--- src/rtl/weight_feed_ctrl_if.sv ---
// Bundle of job-config, weight-buffer and weight-mux signals for weight_feed_ctrl.
// The slave modport is the sequencer; the master side is the job issuer/buffer/array.
interface weight_feed_ctrl_if #(
    parameter int unsigned ADDR_W = 8
) ();
    logic              start;
    logic [2:0]        cfg_bitwidth;
    logic [ADDR_W-1:0] cfg_base_addr;
    logic [ADDR_W:0]   cfg_num_words;
    logic              busy;
    logic              done;
    logic              cfg_err;
    logic              buf_rd_en;
    logic [ADDR_W-1:0] buf_addr;
    logic [31:0]       buf_rdata;
    logic [2:0]        mux_bitwidth;
    logic              mux_rd_en;
    logic [31:0]       mux_data_in;
    logic              array_ready;
    logic              out_valid;
    logic [ADDR_W:0]   zero_words;

    modport slave (
        input  start, cfg_bitwidth, cfg_base_addr, cfg_num_words, buf_rdata, array_ready,
        output busy, done, cfg_err, buf_rd_en, buf_addr, mux_bitwidth, mux_rd_en,
               mux_data_in, out_valid, zero_words
    );

    modport master (
        output start, cfg_bitwidth, cfg_base_addr, cfg_num_words, buf_rdata, array_ready,
        input  busy, done, cfg_err, buf_rd_en, buf_addr, mux_bitwidth, mux_rd_en,
               mux_data_in, out_valid, zero_words
    );
endinterface

--- src/rtl/weight_feed_ctrl.sv ---
// Weight-feed sequencer: fetches packed weight words and strobes the systolic-array mux
// for 4/2/1 beats per word (8/4/2-bit weights), honouring array back-pressure.
module weight_feed_ctrl #(
    parameter int unsigned ADDR_W = 8
) (
    input  logic             clk_i,
    input  logic             rst_i,
    weight_feed_ctrl_if.slave bus_io
);

    typedef enum logic [2:0] {StIdle, StFetch, StLoad, StFeed, StDone} state_e;

    state_e            state_q, state_d;
    logic [2:0]        bw_q, bw_d;
    logic [ADDR_W-1:0] base_q, base_d;
    logic [ADDR_W:0]   num_q, num_d;
    logic [ADDR_W:0]   idx_q, idx_d;
    logic [31:0]       word_q, word_d;
    logic [1:0]        beat_q, beat_d;
    logic [ADDR_W:0]   zero_q, zero_d;
    logic              cfg_err_q, cfg_err_d;
    logic              out_valid_q;

    logic              cfg_legal;
    logic              last_beat;
    logic              buf_rd_en;
    logic              mux_rd_en;
    logic [ADDR_W:0]   idx_inc;

    assign cfg_legal = (bus_io.cfg_bitwidth == 3'b001) || (bus_io.cfg_bitwidth == 3'b010) ||
                       (bus_io.cfg_bitwidth == 3'b100);
    assign idx_inc   = idx_q + 1'b1;

    always_comb begin
        last_beat = 1'b1;
        unique case (bw_q)
            3'b100:  last_beat = (beat_q == 2'd3);
            3'b010:  last_beat = (beat_q == 2'd1);
            default: last_beat = 1'b1;
        endcase
    end

    always_comb begin
        state_d   = state_q;
        bw_d      = bw_q;
        base_d    = base_q;
        num_d     = num_q;
        idx_d     = idx_q;
        word_d    = word_q;
        beat_d    = beat_q;
        zero_d    = zero_q;
        cfg_err_d = 1'b0;
        buf_rd_en = 1'b0;
        mux_rd_en = 1'b0;
        unique case (state_q)
            StIdle: begin
                if (bus_io.start) begin
                    if (!cfg_legal) begin
                        cfg_err_d = 1'b1;
                    end else begin
                        bw_d    = bus_io.cfg_bitwidth;
                        base_d  = bus_io.cfg_base_addr;
                        num_d   = bus_io.cfg_num_words;
                        idx_d   = '0;
                        zero_d  = '0;
                        state_d = (bus_io.cfg_num_words == '0) ? StDone : StFetch;
                    end
                end
            end
            StFetch: begin
                buf_rd_en = 1'b1;
                state_d   = StLoad;
            end
            StLoad: begin
                word_d  = bus_io.buf_rdata;
                if (bus_io.buf_rdata == 32'd0) begin
                    zero_d = zero_q + 1'b1;
                end
                beat_d  = '0;
                state_d = StFeed;
            end
            StFeed: begin
                // Beats only advance when the array takes them, keeping the mux pointer aligned.
                mux_rd_en = bus_io.array_ready;
                if (bus_io.array_ready) begin
                    if (last_beat) begin
                        idx_d   = idx_inc;
                        state_d = (idx_inc == num_q) ? StDone : StFetch;
                    end else begin
                        beat_d = beat_q + 1'b1;
                    end
                end
            end
            StDone: begin
                state_d = StIdle;
            end
            default: state_d = StIdle;
        endcase
    end

    always_ff @(posedge clk_i or posedge rst_i) begin
        if (rst_i) begin
            state_q     <= StIdle;
            bw_q        <= 3'b100;
            base_q      <= '0;
            num_q       <= '0;
            idx_q       <= '0;
            word_q      <= '0;
            beat_q      <= '0;
            zero_q      <= '0;
            cfg_err_q   <= 1'b0;
            out_valid_q <= 1'b0;
        end else begin
            state_q     <= state_d;
            bw_q        <= bw_d;
            base_q      <= base_d;
            num_q       <= num_d;
            idx_q       <= idx_d;
            word_q      <= word_d;
            beat_q      <= beat_d;
            zero_q      <= zero_d;
            cfg_err_q   <= cfg_err_d;
            out_valid_q <= mux_rd_en;
        end
    end

    assign bus_io.busy         = (state_q != StIdle);
    assign bus_io.done         = (state_q == StDone);
    assign bus_io.cfg_err      = cfg_err_q;
    assign bus_io.buf_rd_en    = buf_rd_en;
    assign bus_io.buf_addr     = base_q + idx_q[ADDR_W-1:0];
    assign bus_io.mux_bitwidth = bw_q;
    assign bus_io.mux_rd_en    = mux_rd_en;
    assign bus_io.mux_data_in  = word_q;
    assign bus_io.out_valid    = out_valid_q;
    assign bus_io.zero_words   = zero_q;

endmodule
--- src/flat_wrapper.sv ---
// flat-port wrapper written by rule: the top's interface ports become plain ports
module weight_feed_ctrl_flat 
#(
    parameter int unsigned ADDR_W = 8
)
  (clk_i, rst_i, bus_io_start, bus_io_cfg_bitwidth, bus_io_cfg_base_addr, bus_io_cfg_num_words, bus_io_buf_rdata, bus_io_array_ready, bus_io_busy, bus_io_done, bus_io_cfg_err, bus_io_buf_rd_en, bus_io_buf_addr, bus_io_mux_bitwidth, bus_io_mux_rd_en, bus_io_mux_data_in, bus_io_out_valid, bus_io_zero_words);
  weight_feed_ctrl_if #(.ADDR_W(ADDR_W)) bus_io_i ();
  input  logic clk_i;
  input  logic rst_i;
  input wire logic [$bits(bus_io_i.start)-1:0] bus_io_start;
  input wire logic [$bits(bus_io_i.cfg_bitwidth)-1:0] bus_io_cfg_bitwidth;
  input wire logic [$bits(bus_io_i.cfg_base_addr)-1:0] bus_io_cfg_base_addr;
  input wire logic [$bits(bus_io_i.cfg_num_words)-1:0] bus_io_cfg_num_words;
  input wire logic [$bits(bus_io_i.buf_rdata)-1:0] bus_io_buf_rdata;
  input wire logic [$bits(bus_io_i.array_ready)-1:0] bus_io_array_ready;
  output wire logic [$bits(bus_io_i.busy)-1:0] bus_io_busy;
  output wire logic [$bits(bus_io_i.done)-1:0] bus_io_done;
  output wire logic [$bits(bus_io_i.cfg_err)-1:0] bus_io_cfg_err;
  output wire logic [$bits(bus_io_i.buf_rd_en)-1:0] bus_io_buf_rd_en;
  output wire logic [$bits(bus_io_i.buf_addr)-1:0] bus_io_buf_addr;
  output wire logic [$bits(bus_io_i.mux_bitwidth)-1:0] bus_io_mux_bitwidth;
  output wire logic [$bits(bus_io_i.mux_rd_en)-1:0] bus_io_mux_rd_en;
  output wire logic [$bits(bus_io_i.mux_data_in)-1:0] bus_io_mux_data_in;
  output wire logic [$bits(bus_io_i.out_valid)-1:0] bus_io_out_valid;
  output wire logic [$bits(bus_io_i.zero_words)-1:0] bus_io_zero_words;
  assign bus_io_i.start = bus_io_start;
  assign bus_io_i.cfg_bitwidth = bus_io_cfg_bitwidth;
  assign bus_io_i.cfg_base_addr = bus_io_cfg_base_addr;
  assign bus_io_i.cfg_num_words = bus_io_cfg_num_words;
  assign bus_io_i.buf_rdata = bus_io_buf_rdata;
  assign bus_io_i.array_ready = bus_io_array_ready;
  assign bus_io_busy = bus_io_i.busy;
  assign bus_io_done = bus_io_i.done;
  assign bus_io_cfg_err = bus_io_i.cfg_err;
  assign bus_io_buf_rd_en = bus_io_i.buf_rd_en;
  assign bus_io_buf_addr = bus_io_i.buf_addr;
  assign bus_io_mux_bitwidth = bus_io_i.mux_bitwidth;
  assign bus_io_mux_rd_en = bus_io_i.mux_rd_en;
  assign bus_io_mux_data_in = bus_io_i.mux_data_in;
  assign bus_io_out_valid = bus_io_i.out_valid;
  assign bus_io_zero_words = bus_io_i.zero_words;
  weight_feed_ctrl #(.ADDR_W(ADDR_W)) u_core (.clk_i(clk_i), .rst_i(rst_i), .bus_io(bus_io_i));
endmodule
--- config.mk ---
export PLATFORM = sky130hd
export DESIGN_NAME = weight_feed_ctrl_flat
export DESIGN_NICKNAME = d
export VERILOG_FILES = /design/src/rtl/weight_feed_ctrl_if.sv /design/src/rtl/weight_feed_ctrl.sv /design/src/flat_wrapper.sv
export SDC_FILE = /design/constraint.sdc
export NUM_CORES = 1
export LEC_CHECK = 0
export CORE_UTILIZATION = 43
export CTS_CLUSTER_SIZE = 40
export DETAILED_ROUTE_END_ITERATION = 10
export PLACE_DENSITY = 0.77
export SYNTH_ARGS = -nofsm -noshare
export SYNTH_HDL_FRONTEND = slang
export SYNTH_SLANG_ARGS = --single-unit
--- constraint.sdc ---
create_clock -name clk_i -period 2.6 [get_ports clk_i]
set_clock_uncertainty 0.15 [all_clocks]
set_input_delay 0.52 -clock clk_i [delete_from_list [all_inputs] [get_ports clk_i]]
set_output_delay 0.52 -clock clk_i [all_outputs]
set_load 0.02 [all_outputs]
## After elaboration in Yosys (flattened, before gate mapping)

Cells that the tools add are included.

- Add/sub/neg operators: 4
- Eq/ne operators: 18
- Mux-type cells: 23
- Reductions and logical operators: 14

Operators with widths:

| kind | count |
|---|---|
| $mux 9 | 5 |
| $pmux 9 s2 | 2 |
| $logic_not 32->1 | 1 |
| $add 9x1->9 const B | 2 |
| $mux 3 | 6 |
| $eq 3x2->1 const B | 4 |
| $pmux 3 s4 | 1 |
| $eq 3x3->1 const B | 3 |
| $eq 9x9->1 | 1 |
| $logic_not 9->1 | 1 |
| $add 8x8->8 | 1 |
| $reduce_and 4->1 | 2 |
| $eq 3x1->1 const B | 2 |
| $ne 2x1->1 const B | 3 |
| $ne 2x2->1 const B | 3 |
| $reduce_and 3->1 | 2 |
| $reduce_bool 2->1 | 3 |
| $mux 1 | 5 |
| $reduce_and 5->1 | 1 |
| $mux 2 | 2 |
| $pmux 2 s2 | 1 |
| $logic_not 3->1 | 1 |
| $reduce_bool 3->1 | 1 |
| $add 2x1->2 const B | 1 |
| other kinds (4) | 5 |

- Bits in registers: 77
- Output and inout bits: 58
- Word-level logic and storage cells: 69

## Longest topological paths before layout

- Depth in word-level cells: 6
- Mapped depth: 9
- Gate-level depth less buffers: 9

## Least setup slack after synthesis

OpenSTA, ideal clock, no wires.

- Kind: reg-to-output
- Start: register u_core.idx_q[0]
- End: output port bus_io_buf_addr[6]
- Arrival: 1.956 ns
- Required time: 1.930 ns
- Setup slack: -0.026 ns
- Stages on the path, launching flop included: 10
- Cells stage by stage: dfrtp_1 ha_1 inv_1 fa_1 nor2b_1 o21ai_0 a21oi_1 o21a_1 nor2_1 xnor2_1

- Word-level cells in the longest chain between the ends: 1

Ends and longest elaborated chain:

| what | line | RTL |
|---|---|---|
| start: declaration | weight_feed_ctrl.sv:17 | `logic [ADDR_W:0] idx_q, idx_d;` |
| start signal: assignment | weight_feed_ctrl.sv:118 | `idx_q <= idx_d;` |
| $add 8x8->8 | weight_feed_ctrl.sv:131 | `assign bus_io.buf_addr = base_q + idx_q[ADDR_W-1:0];` |
| end: declaration | flat_wrapper.sv:20 | `output wire logic [$bits(bus_io_i.buf_addr)-1:0] bus_io_buf_addr;` |

Every way passes these cells.

## Final worst setup path

- Start: register u_core.base_q[1]
- End: output port bus_io_buf_addr[7]

- Word-level cells in the longest chain between the ends: 1

Ends and longest elaborated chain:

| what | line | RTL |
|---|---|---|
| start: declaration | weight_feed_ctrl.sv:15 | `logic [ADDR_W-1:0] base_q, base_d;` |
| start signal: assignment | weight_feed_ctrl.sv:116 | `base_q <= base_d;` |
| $add 8x8->8 | weight_feed_ctrl.sv:131 |  |

Every way passes these cells.

==> out/results.txt <==
Detail Route met3 WL: 919 um
share of the synthesized area in the top cell type: 0.491
Metal-1 WL: 4080 um
1st-pass router iterations: 4
Reg area: 1930 um2
clock-pin slew of the registers on the worst-case setup and hold paths: 0.09 ns
Hold Startpoint: u_core.bus_io.mux_bitwidth[2]
num rows: 34
clock root buffer: clkbuf_8
GP Congestion: 0.863
Required @ worst endpoint: 1.93 ns
R2R Setup Slk: 0.23 ns
cts bufs inserted: 9
outcome: finished with violations
Design Area, Final: 5670 um2
post-synthesis sequential area ratio: 0.498
Slew HR: 0.618
CTS tree: yes
CORE AREA: 8720 um2
Critical Path Fanout Max: 2
commonest cells in the netlist: 77 x nand2_1, 76 x dfrtp_1, 33 x mux2_2
ys async rst share: 1.00
I/O Pins: 114
Clk Latency, worst-skew pair: 0.35 ns
share of layout cells above drive strength 1: 0.214
count leader, synth: nand2_1
area leader, netlist: dfrtp_1
Synth cell types: 49
die width: 96.9 um
routed via count: 3373
EDFF count, synth: 0
synthesized flop and latch total: 77
area of the multi-input gates: 1900 um2
setup violators final: 3
global-route wire length before repair: 16700 um
Power Density: 1160 nW/um2
worst reg-to-reg path cell count: 8
H-tree levels: 3
final core utilization: 0.650
overall power: 6.57 mW
Crit Reg-Reg Startpoint: u_core.idx_q[0]
post-DR vias/cell: 5.27
initial antenna violation count: 0
top routing layer in use: met4
gr usage total: 0.222
failing checks: negative setup slack
cell area after placement: 5330 um2
Area growth syn-to-layout: 46.3%
slack of the critical path: -0.209 ns
# fillers: 691
TNS Setup: -0.458 ns
post-layout net count: 593
clock sink count: 77
DPL Wire Length: 7210 um
Hold Vio Cnt, Final: 0
Worst Tran Pin Value: 0.572 ns
vias in the first global route: 3622
Synth Warn #: 0
die area: 9390 um2
hold crit path type: flip-flop to flip-flop
synth top area cells: dfrtp_1 49%, mux2_2 9.6%, nand2_1 7.5%, xnor2_1 3.2%, o21ai_0 3.0%
# Max-Cap Violations: 0
largest net degree at the start of global routing: 36
Initial Util: 0.444
WL final: 9930 um
Worst Hold Path Cells: 2
Gate Count Post-Synth: 386
sink of the worst hold path: u_core.bus_io.mux_bitwidth[2]
DRC: 0
Critical Path Source Type: flip-flop
Syn Area/Cell: 10.0 um2
Post-Syn Area: 3870 um2
final-report max-slew violation count: 0
Mapped Nets: 452
antenna viol nets, final: 0
grt ovf: 0
unrepaired setup endpoints after global routing: yes
average wire per standard cell: 15.5 um
IO buf count: 113
n_diodes: 0
crit path capture type: output pin
fmax: 0.356 GHz
Final Cycle Share: 1.08
top_reg_cell synth: dfrtp_1
CP arrival: 2.14 ns
CTS Buffer Depth: 2
min cycle time layout: 2.81 ns
Die H: 96.9 um
Leak: 2.52 nW
DR iter-0 viols: 143
IR drop worst, VDD: 0.000718 V
critical setup path kind: flip-flop to output pin
FF-to-FF End: u_core.state_q[0]
Routed met2 length: 4650 um
[power by group]
group	total (mW)	switching, mW	internal (mW)
Sequential	2.01	0.324	1.69
Combinational	3.41	1.69	1.72
Clock	1.15	0.475	0.674
Total	6.57	2.49	4.08
[routing by layer]
| metal | GRT usage | vias up |
|---|---|---|
| li1 | - | 1611 |
| met3 | 0.0831 | 23 |
| met4 | 0.101 | 0 |
| met2 | 0.360 | 125 |
| met5 | 0 | - |
| met1 | 0.263 | 1614 |
[cell usage in the layout (no fill, tap or decap), types with 3 or more instances in the layout]
master,count
and3_1,7
or3_1,4
clkbuf_8,10
dfrtp_1,74
buf_4,34
xnor2_1,12
inv_1,10
nor3_1,4
nand4_1,3
and2_1,3
nand3_1,9
xor2_1,11
nand2_1,77
nor3b_1,3
a21oi_1,5
nor4_1,10
o31ai_1,3
mux2_2,33
nor2_1,27
clkdlybuf4s50_1,106
o21ai_0,22
ha_1,8
bufinv_16,3
[final cells by class]
cell class / instances / area share
clock buffers: 10 / 0.0243
clock inverters: 6 / 0.0208
inverters: 12 / 0.00861
multi-input cells: 281 / 0.336
flip-flops and latches: 77 / 0.341
well taps: 108 / 0.0239
repair buffers: 146 / 0.246
[per-stage QoR]
stage               hold WS [ns]  setup WS (ns)  std cells
floorplan                  0.300         0.0891        386
global placement           0.311         -0.317        621
detailed placement         0.329         -0.441        621
CTS                        0.345         -0.218        638
global route               0.374         -0.300        640
finish                     0.340         -0.209        640
[state kept, by name, summed over array words and instances (netlist names)]
signal                      count
u_core.bus_io.mux_data_in      32
u_core.idx_q                    9
u_core.num_q                    9
u_core.bus_io.mux_bitwidth      3
u_core.base_q                   8
u_core.beat_q                   2
u_core.bus_io.zero_words        9
u_core.bus_io.out_valid         1
u_core.bus_io.cfg_err           1
u_core.state_q                  3
[timing repair]
item | CTS | global route
gates cloned | 0 | 0
gates resized for setup | 37 | 14
setup buffers | 2 | 2
endpoints found under the setup margin | 8 | 10
hold buffers | 0 | 0
endpoints found under the hold margin | 0 | 0
pin swaps | 8 | 6
[kinds of logic (layout without fill, tap and decap cells)]
family	after synthesis	in the layout	share of synthesized area
AND/OR/NAND/NOR	159	159	0.196
flip-flops	77	77	0.498
AO/OA/AOI/OAI	53	53	0.0859
multiplexers	34	34	0.0985
buffers and inverters	28	174	0.0310
XOR/XNOR	25	25	0.0565
adder cells (fa/ha/maj)	10	10	0.0342
[worst max-delay path by stage]
stage | cells past startpoint | to | from | slack [ns]
6_report | 7 | bus_io_buf_addr[7] | u_core.base_q[1] | -0.21
3_3_place_gp | 7 | bus_io_buf_addr[7] | u_core.idx_q[1] | -0.32
5_1_grt | 10 | bus_io_buf_addr[6] | u_core.idx_q[0] | -0.30
3_5_place_dp | 7 | bus_io_buf_addr[7] | u_core.idx_q[1] | -0.44
4_1_cts | 7 | bus_io_buf_addr[7] | u_core.base_q[1] | -0.22
2_1_floorplan | 9 | bus_io_buf_addr[6] | u_core.idx_q[0] | 0.09
[worst max-delay path: stages (launching register included)]
cell,delay [ns]
dfrtp_1,0.40
ha_1,0.29
a21o_1,0.17
a21oi_2,0.16
o22ai_2,0.11
o41ai_2,0.32
xnor2_1,0.18
buf_4,0.17
(Power assumes the default switching activity.)
